$ cat src/rtl/ccff_chain_loader.sv
// Configuration-chain initiator: serialises bitstream words MSB-first into a ccff chain.
// Define CCFF_READBACK_EN to capture ccff_tail into a readback word stream (rb_*).

module ccff_chain_loader #(
  parameter int  CHAIN_LEN = 88,
  parameter int  WORD_W    = 8,
  localparam int CNT_W     = $clog2(CHAIN_LEN + 1)
) (
  input  logic              prog_clk,
  input  logic              prog_reset_n,
  input  logic              start,
  input  logic [WORD_W-1:0] s_data,
  input  logic              s_valid,
  output logic              s_ready,
  output logic              ccff_head,
  output logic              ccff_shift_en,
  input  logic              ccff_tail,
`ifdef CCFF_READBACK_EN
  output logic [WORD_W-1:0] rb_data,
  output logic              rb_valid,
  input  logic              rb_ready,
`endif
  output logic              busy,
  output logic              done
);

  localparam int NWORDS = (CHAIN_LEN + WORD_W - 1) / WORD_W;
  localparam int WC_W   = $clog2(NWORDS + 1);
  localparam int PW     = $clog2(WORD_W + 1);

  typedef enum logic [1:0] {IDLE = 2'd0, LOAD = 2'd1, DONE = 2'd2} state_t;

  state_t            state_q, state_d;
  logic [WORD_W-1:0] sr_q, sr_d;
  logic [PW-1:0]     sr_cnt_q, sr_cnt_d;
  logic [CNT_W-1:0]  bit_cnt_q, bit_cnt_d;
  logic [WC_W-1:0]   wcnt_q, wcnt_d;
  logic              head_q, head_d;
  logic              shift_en_q, shift_en_d;

  logic [CNT_W:0]    issued;
  logic              more, accept, rb_block, load_fin;

  // bits already committed to the chain, including the one on ccff_head now
  assign issued  = {1'b0, bit_cnt_q} + {{CNT_W{1'b0}}, shift_en_q};
  assign more    = issued < (CNT_W+1)'(CHAIN_LEN);
  assign s_ready = (state_q == LOAD) && (sr_cnt_q == '0) &&
                   (wcnt_q < WC_W'(NWORDS)) && !rb_block;
  assign accept  = s_valid && s_ready;

`ifdef CCFF_READBACK_EN
  logic [WORD_W-1:0] cap_q, cap_d, rb_data_q, rb_data_d, cap_nxt;
  logic [PW-1:0]     cap_cnt_q, cap_cnt_d, pos_nxt;
  logic              rb_valid_q, rb_valid_d;
  logic              cap_done, rb_pend_nxt, next_completes;

  assign cap_nxt  = (cap_q << 1) | WORD_W'(ccff_tail);
  assign cap_done = shift_en_q && ((cap_cnt_q == PW'(WORD_W-1)) ||
                                   (bit_cnt_q == CNT_W'(CHAIN_LEN-1)));
  // Capture position of the bit we would issue next; stall if it would
  // complete a word while the previous readback word is still unaccepted.
  assign pos_nxt  = (shift_en_q && (cap_cnt_q == PW'(WORD_W-1))) ? '0
                    : cap_cnt_q + PW'(shift_en_q);
  assign next_completes = (pos_nxt == PW'(WORD_W-1)) ||
                          (issued == (CNT_W+1)'(CHAIN_LEN-1));
  assign rb_pend_nxt = (rb_valid_q && !rb_ready) || cap_done;
  assign rb_block    = rb_pend_nxt && next_completes;
  assign load_fin    = (bit_cnt_q == CNT_W'(CHAIN_LEN)) && rb_valid_q && rb_ready;

  always_comb begin
    cap_d      = cap_q;
    cap_cnt_d  = cap_cnt_q;
    rb_data_d  = rb_data_q;
    rb_valid_d = rb_valid_q;
    if (rb_valid_q && rb_ready) rb_valid_d = 1'b0;
    if (cap_done) begin
      cap_d      = '0;
      cap_cnt_d  = '0;
      rb_data_d  = cap_nxt << (PW'(WORD_W-1) - cap_cnt_q);
      rb_valid_d = 1'b1;
    end else if (shift_en_q) begin
      cap_d     = cap_nxt;
      cap_cnt_d = cap_cnt_q + PW'(1);
    end
  end

  always_ff @(posedge prog_clk or negedge prog_reset_n) begin
    if (!prog_reset_n) begin
      cap_q      <= '0;
      cap_cnt_q  <= '0;
      rb_data_q  <= '0;
      rb_valid_q <= 1'b0;
    end else begin
      cap_q      <= cap_d;
      cap_cnt_q  <= cap_cnt_d;
      rb_data_q  <= rb_data_d;
      rb_valid_q <= rb_valid_d;
    end
  end

  assign rb_data  = rb_data_q;
  assign rb_valid = rb_valid_q;
`else
  logic unused_tail;
  assign unused_tail = ccff_tail;
  assign rb_block    = 1'b0;
  assign load_fin    = shift_en_q && (bit_cnt_q == CNT_W'(CHAIN_LEN-1));
`endif

  always_comb begin
    state_d    = state_q;
    sr_d       = sr_q;
    sr_cnt_d   = sr_cnt_q;
    bit_cnt_d  = bit_cnt_q;
    wcnt_d     = wcnt_q;
    head_d     = head_q;
    shift_en_d = 1'b0;
    case (state_q)
      IDLE: begin
        head_d = 1'b0;
        if (start) begin
          state_d   = LOAD;
          bit_cnt_d = '0;
          wcnt_d    = '0;
          sr_cnt_d  = '0;
        end
      end
      LOAD: begin
        if (shift_en_q) bit_cnt_d = bit_cnt_q + CNT_W'(1);
        if (accept) wcnt_d = wcnt_q + WC_W'(1);
        if (more && !rb_block) begin
          if (accept) begin
            head_d     = s_data[WORD_W-1];
            sr_d       = s_data << 1;
            sr_cnt_d   = PW'(WORD_W-1);
            shift_en_d = 1'b1;
          end else if (sr_cnt_q != '0) begin
            head_d     = sr_q[WORD_W-1];
            sr_d       = sr_q << 1;
            sr_cnt_d   = sr_cnt_q - PW'(1);
            shift_en_d = 1'b1;
          end
        end
        // leftover low bits of the final word are dropped here
        if (load_fin) begin
          state_d    = DONE;
          head_d     = 1'b0;
          shift_en_d = 1'b0;
          sr_cnt_d   = '0;
        end
      end
      DONE: begin
        state_d = IDLE;
        head_d  = 1'b0;
      end
      default: state_d = IDLE;
    endcase
  end

  always_ff @(posedge prog_clk or negedge prog_reset_n) begin
    if (!prog_reset_n) begin
      state_q    <= IDLE;
      sr_q       <= '0;
      sr_cnt_q   <= '0;
      bit_cnt_q  <= '0;
      wcnt_q     <= '0;
      head_q     <= 1'b0;
      shift_en_q <= 1'b0;
    end else begin
      state_q    <= state_d;
      sr_q       <= sr_d;
      sr_cnt_q   <= sr_cnt_d;
      bit_cnt_q  <= bit_cnt_d;
      wcnt_q     <= wcnt_d;
      head_q     <= head_d;
      shift_en_q <= shift_en_d;
    end
  end

  assign ccff_head     = head_q;
  assign ccff_shift_en = shift_en_q;
  assign busy          = (state_q == LOAD);
  assign done          = (state_q == DONE);

endmodule

$ cat config.mk
export PLATFORM = sky130hd
export DESIGN_NAME = ccff_chain_loader
export DESIGN_NICKNAME = d
export VERILOG_FILES = /design/src/rtl/ccff_chain_loader.sv
export SDC_FILE = /design/constraint.sdc
export NUM_CORES = 1
export LEC_CHECK = 0
export ABC_AREA = 1
export CAP_MARGIN = 20
export CELL_PAD_IN_SITES_DETAIL_PLACEMENT = 0
export CELL_PAD_IN_SITES_GLOBAL_PLACEMENT = 2
export CORE_UTILIZATION = 35
export CTS_CLUSTER_DIAMETER = 50
export DETAILED_ROUTE_END_ITERATION = 7
export HOLD_SLACK_MARGIN = 0.02
export PLACE_DENSITY = 0.91
export SLEW_MARGIN = 30
export SYNTH_ARGS = -nofsm -noshare
export SYNTH_HDL_FRONTEND = slang
export SYNTH_SLANG_ARGS = --single-unit
export TNS_END_PERCENT = 20
$ cat constraint.sdc
create_clock -name prog_clk -period 3.85 [get_ports prog_clk]
set_input_delay 0.77 -clock prog_clk [delete_from_list [all_inputs] [get_ports prog_clk]]
set_output_delay 0.77 -clock prog_clk [all_outputs]
set_load 0.03 [all_outputs]
==> results.yml, run 1 <==
detailed_routing:
  drtIter0Drc: 58
  drc: 0
  wire_per_inst_um: 12.4
  drt_first_pass_iters: 4
  vias_per_cell: 4.85
  detail-route-antenna-nets: 0
  via_count: 1256
  wl_um: 3210
floorplan:
  placementRows: 23
  core_sq_um: 4120
  die_height_um: 68.4
  initial_core_util_pct: 37.5
  die_width_um: 68.4
  die_area_sq_um: 4680
  ios: 18
clock_tree:
  clk_path_buf_depth: 2
  clk_pin_slew_ps: 90
  cts_inserted_buffers: 3
  htree_levels: 1
  post_cts_buffers: 0
  postCtsHoldBufs: 0
  cts_resized: 0
  cts-root-buf: "clkbuf_8"
  clkLatencyLatePin_ps: 270
  cts_sinks: 26
  tritoncts: "done"
power:
  power_density_nw_per_um2: 771
  finalPower_mw: 1.37
  vdd_drop_max_mv: 0.272
  cellLeakagePower_nw: 0.887
worst_setup_path:
  arrival_ps: 2090
  path_cells: "ha_1 > o21ai_1 > nand2_1 > nor2_1 > clkdlybuf4s50_1"
  critPathMaxStageDelay_ps: 700
  crit_fanout: 3
  cp-startpoint: "wcnt_q[0]"
  startpoint_type: "flip-flop"
  critPathBufInv: 1
  crit_type: "flip-flop to output port"
  worstReg2RegStart: "wcnt_q[0]"
  endpoint_kind: "output port"
  cp.required_ps: 3080
  crit_slowest_cell: "clkdlybuf4s50_1"
  cp_top_family: "buffers and inverters"
synthesis:
  synthTopCellsByCount: "46 x nand2_1, 26 x dfrtp_1, 21 x inv_1"
  synth_seq_cells: 26
  ys_warn_count: 0
  synth.most_common_cell: "nand2_1"
  synth-seq-area-share_pct: 42.1
  yosysUniqueCellTypes: 28
  postSynthAreaPerCell_sq_um: 8.01
  syn-cell-area_sq_um: 1550
  syn_inst: 193
  synth_top_area_share_pct: 42.1
  synth_area_leaders: "dfrtp_1 42%, nand2_1 11%, nand3_1 5.5%"
  synth_fp_nets: 210
  synth_ff_type: "dfrtp_1"
  synth-edff-count: 0
  synth_top_cell_by_area: "dfrtp_1"
  async_flop_share_pct: 100
cells_and_area:
  fill_cells: 401
  nets: 228
  multi_input_area_sq_um: 762
  synthToLayoutAreaGrowth_pct: 14.9
  register_area_sq_um: 651
  fin_util_pct: 43.1
  antenna_cells: 0
  drive_above_1_share_pct: 13.9
timing:
  setup_viol: 0
  drv_slew: 0
  rsz0062_at_grt: "false"
  finalCriticalPeriod_ps: 2860
  max_freq_mhz: 350
  worst_clock_skew_ps: 3.24
  setup_ws_ps: 992
  fin_setup_tns_ps: 0
  finalCritPeriodShare_pct: 74.2
  hold_violations: 0
  maxSlewHeadroom_pct: 69.1
  worst-slew-pin-transition_ps: 463
status:
  outcome: "completed"
hold_path:
  min_from: "ccff_head"
  hold_class: "flip-flop to flip-flop"
place:
  place_ws_ps: 1270
  portBuffers: 16
  gp_congestion: 0.771
  dp_hpwl_um: 2410
grt:
  grt_max_degree: 27
  grt.total_usage_pct: 16.0
  grt_overflow: 0
  antenna_found_initial: 0
  grt_pass1_wl_um: 5530
  grt_pass1_vias: 1268
run:
  drv_cap: 0
stage by stage:
stage / area [sq um] / instances / hold WS, ps
global route: 1780 / 259 / 527
global placement: 1730 / 256 / 464
CTS: 1780 / 259 / 486
finish: 1780 / 259 / 487
detailed placement: 1730 / 256 / 464
floorplan: 1550 / 193 / 460
layout by cell type, fill, tap and decap left out:
cell type,n
nor2_1,18
a21oi_1,11
a31oi_1,1
o21a_1,1
nand3_2,2
clkbuf_8,3
ha_1,4
and3_1,1
o21ai_2,6
o21ai_1,1
nor2_8,2
dfrtp_1,26
xor2_1,3
nand2_2,8
nand4_1,2
clkdlybuf4s50_1,16
inv_2,1
nor2_4,1
o21ai_0,7
nor3_1,4
xnor2_1,1
inv_6,1
nand2_4,1
nand2_1,46
nand3_1,17
buf_4,1
nor2_2,3
inv_1,21
path summary, 6_finish.rpt:
kind                                end  slack, ps  depth (start not counted)
max reg2reg                 sr_cnt_q[3]       1990                          6
max                             s_ready        990                          5
min reg2reg                   ccff_head        490                          2
min in group asynchronous       sr_q[4]        870                          2
max in group asynchronous  bit_cnt_q[4]       2730                          2
min                           ccff_head        490                          2
state kept, by name, indices dropped and copies added, names as in the netlist:
name,cells
sr_cnt_q,4
bit_cnt_q,7
wcnt_q,4
state_q,2
ccff_shift_en,1
sr_q,7
ccff_head,1
area by class of cell:
class,count,share of cell area [%]
repair buffers,17,9.44
well taps,50,3.52
inverters,23,5.14
clock buffers,3,2.33
multi-input cells,140,42.9
flip-flops and latches,26,36.6
power breakdown:
part           switching [mW]  internal, mW
clock                  0.0824        0.0701
sequential             0.0969         0.388
combinational           0.462         0.268
total                   0.642         0.727
worst register-to-register path: stages, from the launching register on:
cell and delay, ps:
dfrtp_1 410, ha_1 240, o21ai_1 240, nand3_2 400, and3_1 350, nand3_1 70, nand2_1 60
cells by family after synthesis:
kind of cell / after synthesis / share of synthesized area (%)
buffers and inverters: 27 / 8.58
adder cells (fa/ha/maj): 4 / 3.24
AND/OR/NAND/NOR: 105 / 33.4
AO/OA/AOI/OAI: 27 / 10.4
XOR/XNOR: 4 / 2.27
flip-flops: 26 / 42.1
per-layer routing:
metal  share of wire, %  GRT usage, %
met5                  0             0
met4                1.0          3.91
met3                2.6          2.83
met2                 50          28.9
met1                 47          19.5
Note: power is estimated with default switching activity, not from simulation.
==> inputs of run 2 (changes only) <==
--- a/config.mk
+++ b/config.mk
@@ -9,11 +9,11 @@
 export CAP_MARGIN = 20
 export CELL_PAD_IN_SITES_DETAIL_PLACEMENT = 0
 export CELL_PAD_IN_SITES_GLOBAL_PLACEMENT = 2
-export CORE_UTILIZATION = 35
+export CORE_UTILIZATION = 32
 export CTS_CLUSTER_DIAMETER = 50
 export DETAILED_ROUTE_END_ITERATION = 7
 export HOLD_SLACK_MARGIN = 0.02
-export PLACE_DENSITY = 0.91
+export PLACE_DENSITY = 0.85
 export SLEW_MARGIN = 30
 export SYNTH_ARGS = -nofsm -noshare
 export SYNTH_HDL_FRONTEND = slang
==> constraint.sdc (replaced) <==
create_clock -name prog_clk -period 2.8 [get_ports prog_clk]
set_input_delay 0.56 -clock prog_clk [delete_from_list [all_inputs] [get_ports prog_clk]]
set_output_delay 0.56 -clock prog_clk [all_outputs]
set_load 0.03 [all_outputs]
==> run 2 against run 1 <==
  * Clock-buffer cell count did not move
  * Worst hold slack gained 0.96 ps
  * Total power rose by 44%
  * Global-route usage is 2.3 points lower
  * Critical path depth unchanged
  * Register-to-register slack lost 1000 ps
  * Sequential share of layout area is 0.81 points lower
  * Utilization decreased by 2.8 points
  * Cell count grew 1.5%
  * Clock skew increased by 4.3 ps
  * Critical endpoint unchanged
  * Highest routed layer unchanged
==> results.yml, run 2 (same netlist as run 1, synthesis figures left out) <==
timing:
  drv_slew: 0
  max_freq_mhz: 383
  rsz0062_at_grt: "false"
  worst_clock_skew_ps: 7.52
  setup_viol: 0
  maxSlewHeadroom_pct: 72.0
  finalCritPeriodShare_pct: 93.2
  finalCriticalPeriod_ps: 2610
  hold_violations: 0
  worst-slew-pin-transition_ps: 420
  fin_setup_tns_ps: 0
power:
  p_switching_mw: 0.879
  power_density_nw_per_um2: 1090
  p_int_mw: 1.09
  pwr-share-comb_pct: 49.9
  cellLeakagePower_nw: 0.906
  p_seq_share_pct: 33.9
  clkPwrFrac_pct: 16.3
  vdd_drop_max_mv: 0.551
  switching_share_pct: 44.5
worst_setup_path:
  crit_end: "s_ready"
  arrival_ps: 2050
  endpoint_kind: "output port"
  reg2reg_slack_ps: 960
  cp-startpoint: "wcnt_q[0]"
  crit_slowest_cell: "clkdlybuf4s50_1"
  crit_type: "flip-flop to output port"
  critPathMaxStageDelay_ps: 690
  reg2reg_depth: 8
  startpoint_type: "flip-flop"
  crit_fanout: 3
  worstReg2RegEnd: "sr_cnt_q[3]"
  cp.required_ps: 2240
  path_cells: "ha_1 > o21ai_1 > nand2_1 > nor2_1 > clkdlybuf4s50_1"
  worstReg2RegStart: "sr_cnt_q[0]"
grt:
  grt_pass1_vias: 1133
  grt.total_usage_pct: 13.7
  grt_overflow: 0
  grt_pass1_wl_um: 5280
  antenna_found_initial: 0
  grt_max_degree: 27
clock_tree:
  post_cts_buffers: 0
  postCtsHoldBufs: 0
  clk_pin_slew_ps: 100
  cts_resized: 0
  cts_sinks: 26
  htree_levels: 1
  clkLatencyLatePin_ps: 280
  tritoncts: "done"
  cts-root-buf: "clkbuf_8"
  cts_inserted_buffers: 3
  clk_path_buf_depth: 2
detailed_routing:
  drc: 0
  vias_per_cell: 4.68
  drt_first_pass_iters: 4
  wl_um: 3170
  wire_per_inst_um: 12.0
  drtIter0Drc: 38
  detail-route-antenna-nets: 0
  via_count: 1232
floorplan:
  die_height_um: 71.5
  ios: 18
  core_sq_um: 4500
  placementRows: 24
  die_area_sq_um: 5110
  initial_core_util_pct: 34.3
  die_width_um: 71.5
cells_and_area:
  fill_cells: 473
  layout_common_cells: "46 x nand2_1, 26 x dfrtp_1, 21 x inv_1, 18 x nor2_1, 17 x nand3_1"
  synthToLayoutAreaGrowth_pct: 17.5
  final_common_cell: "nand2_1"
  fin_util_pct: 40.3
  reg_top3: "bit_cnt_q x7, sr_q x7"
  antenna_cells: 0
  nets: 229
  final_area_sq_um: 1820
  drive_above_1_share_pct: 14.7
place:
  portBuffers: 16
  dp_hpwl_um: 2320
  place_area_sq_um: 1740
  gp_congestion: 0.786
status:
  outcome: "completed"
run:
  drv_cap: 0
hold_path:
  hold_class: "flip-flop to flip-flop"
[run 2: changes by cell type in the layout (fill, tap and decap cells not counted)]
cell       delta
buf_4         +1
bufinv_16     +1
[run 2: area by class of cell]
class | count | area [sq um] | area share, %
flip-flops and latches | 26 | 651 | 35.8
clock inverters | 1 | 30.0 | 1.65
repair buffers | 18 | 175 | 9.65
well taps | 52 | 65.1 | 3.58
clock buffers | 3 | 41.3 | 2.27
multi-input cells | 140 | 762 | 42.0
inverters | 23 | 91.3 | 5.03
[run 2: critical path: cells and delay by family, from the launching register on]
family	cells	cell delay, ps
buffers and inverters	1	690
DFF	1	400
AOI/OAI and AO/OA	1	240
and+or+nand+nor	2	220
adders and majority gates	1	220
[run 2: layer usage]
metal / global-route usage [%] / vias to the layer above / part of all wire, %
li1: - / 654 / -
met1: 19.1 / 562 / 51
met2: 21.0 / 11 / 46
met3: 3.38 / 5 / 2.3
met4: 4.58 / 0 / 1.1
met5: 0 / - / 0
[run 2: worst min-delay path by stage]
stage,cells after the start,from,end,slack (ps)
after floorplan,0,prog_reset_n,bit_cnt_q[0],260
after global placement,2,ccff_head,ccff_head,460
after detailed placement,2,ccff_head,ccff_head,460
after CTS,2,ccff_head,ccff_head,490
after global routing,2,ccff_head,ccff_head,520
final,2,ccff_head,ccff_head,490
[run 2: stage by stage]
step,hold WS [ps],std cells,setup slack (ps),power [mW]
6_report,488,263,192,1.97
5_1_grt,516,263,76.2,2.17
4_1_cts,491,263,179,2.00
3_5_place_dp,465,259,502,1.67
3_3_place_gp,460,259,504,1.67
2_1_floorplan,264,193,939,1.49
[run 2: power groups by stage]
stage	Sequential (mW)	Clock [mW]	Combinational (mW)
2_1_floorplan	0.664	0	0.830
3_3_place_gp	0.674	0	0.999
3_5_place_dp	0.673	0	0.999
4_1_cts	0.667	0.332	1.00
5_1_grt	0.693	0.346	1.13
6_report	0.668	0.321	0.984
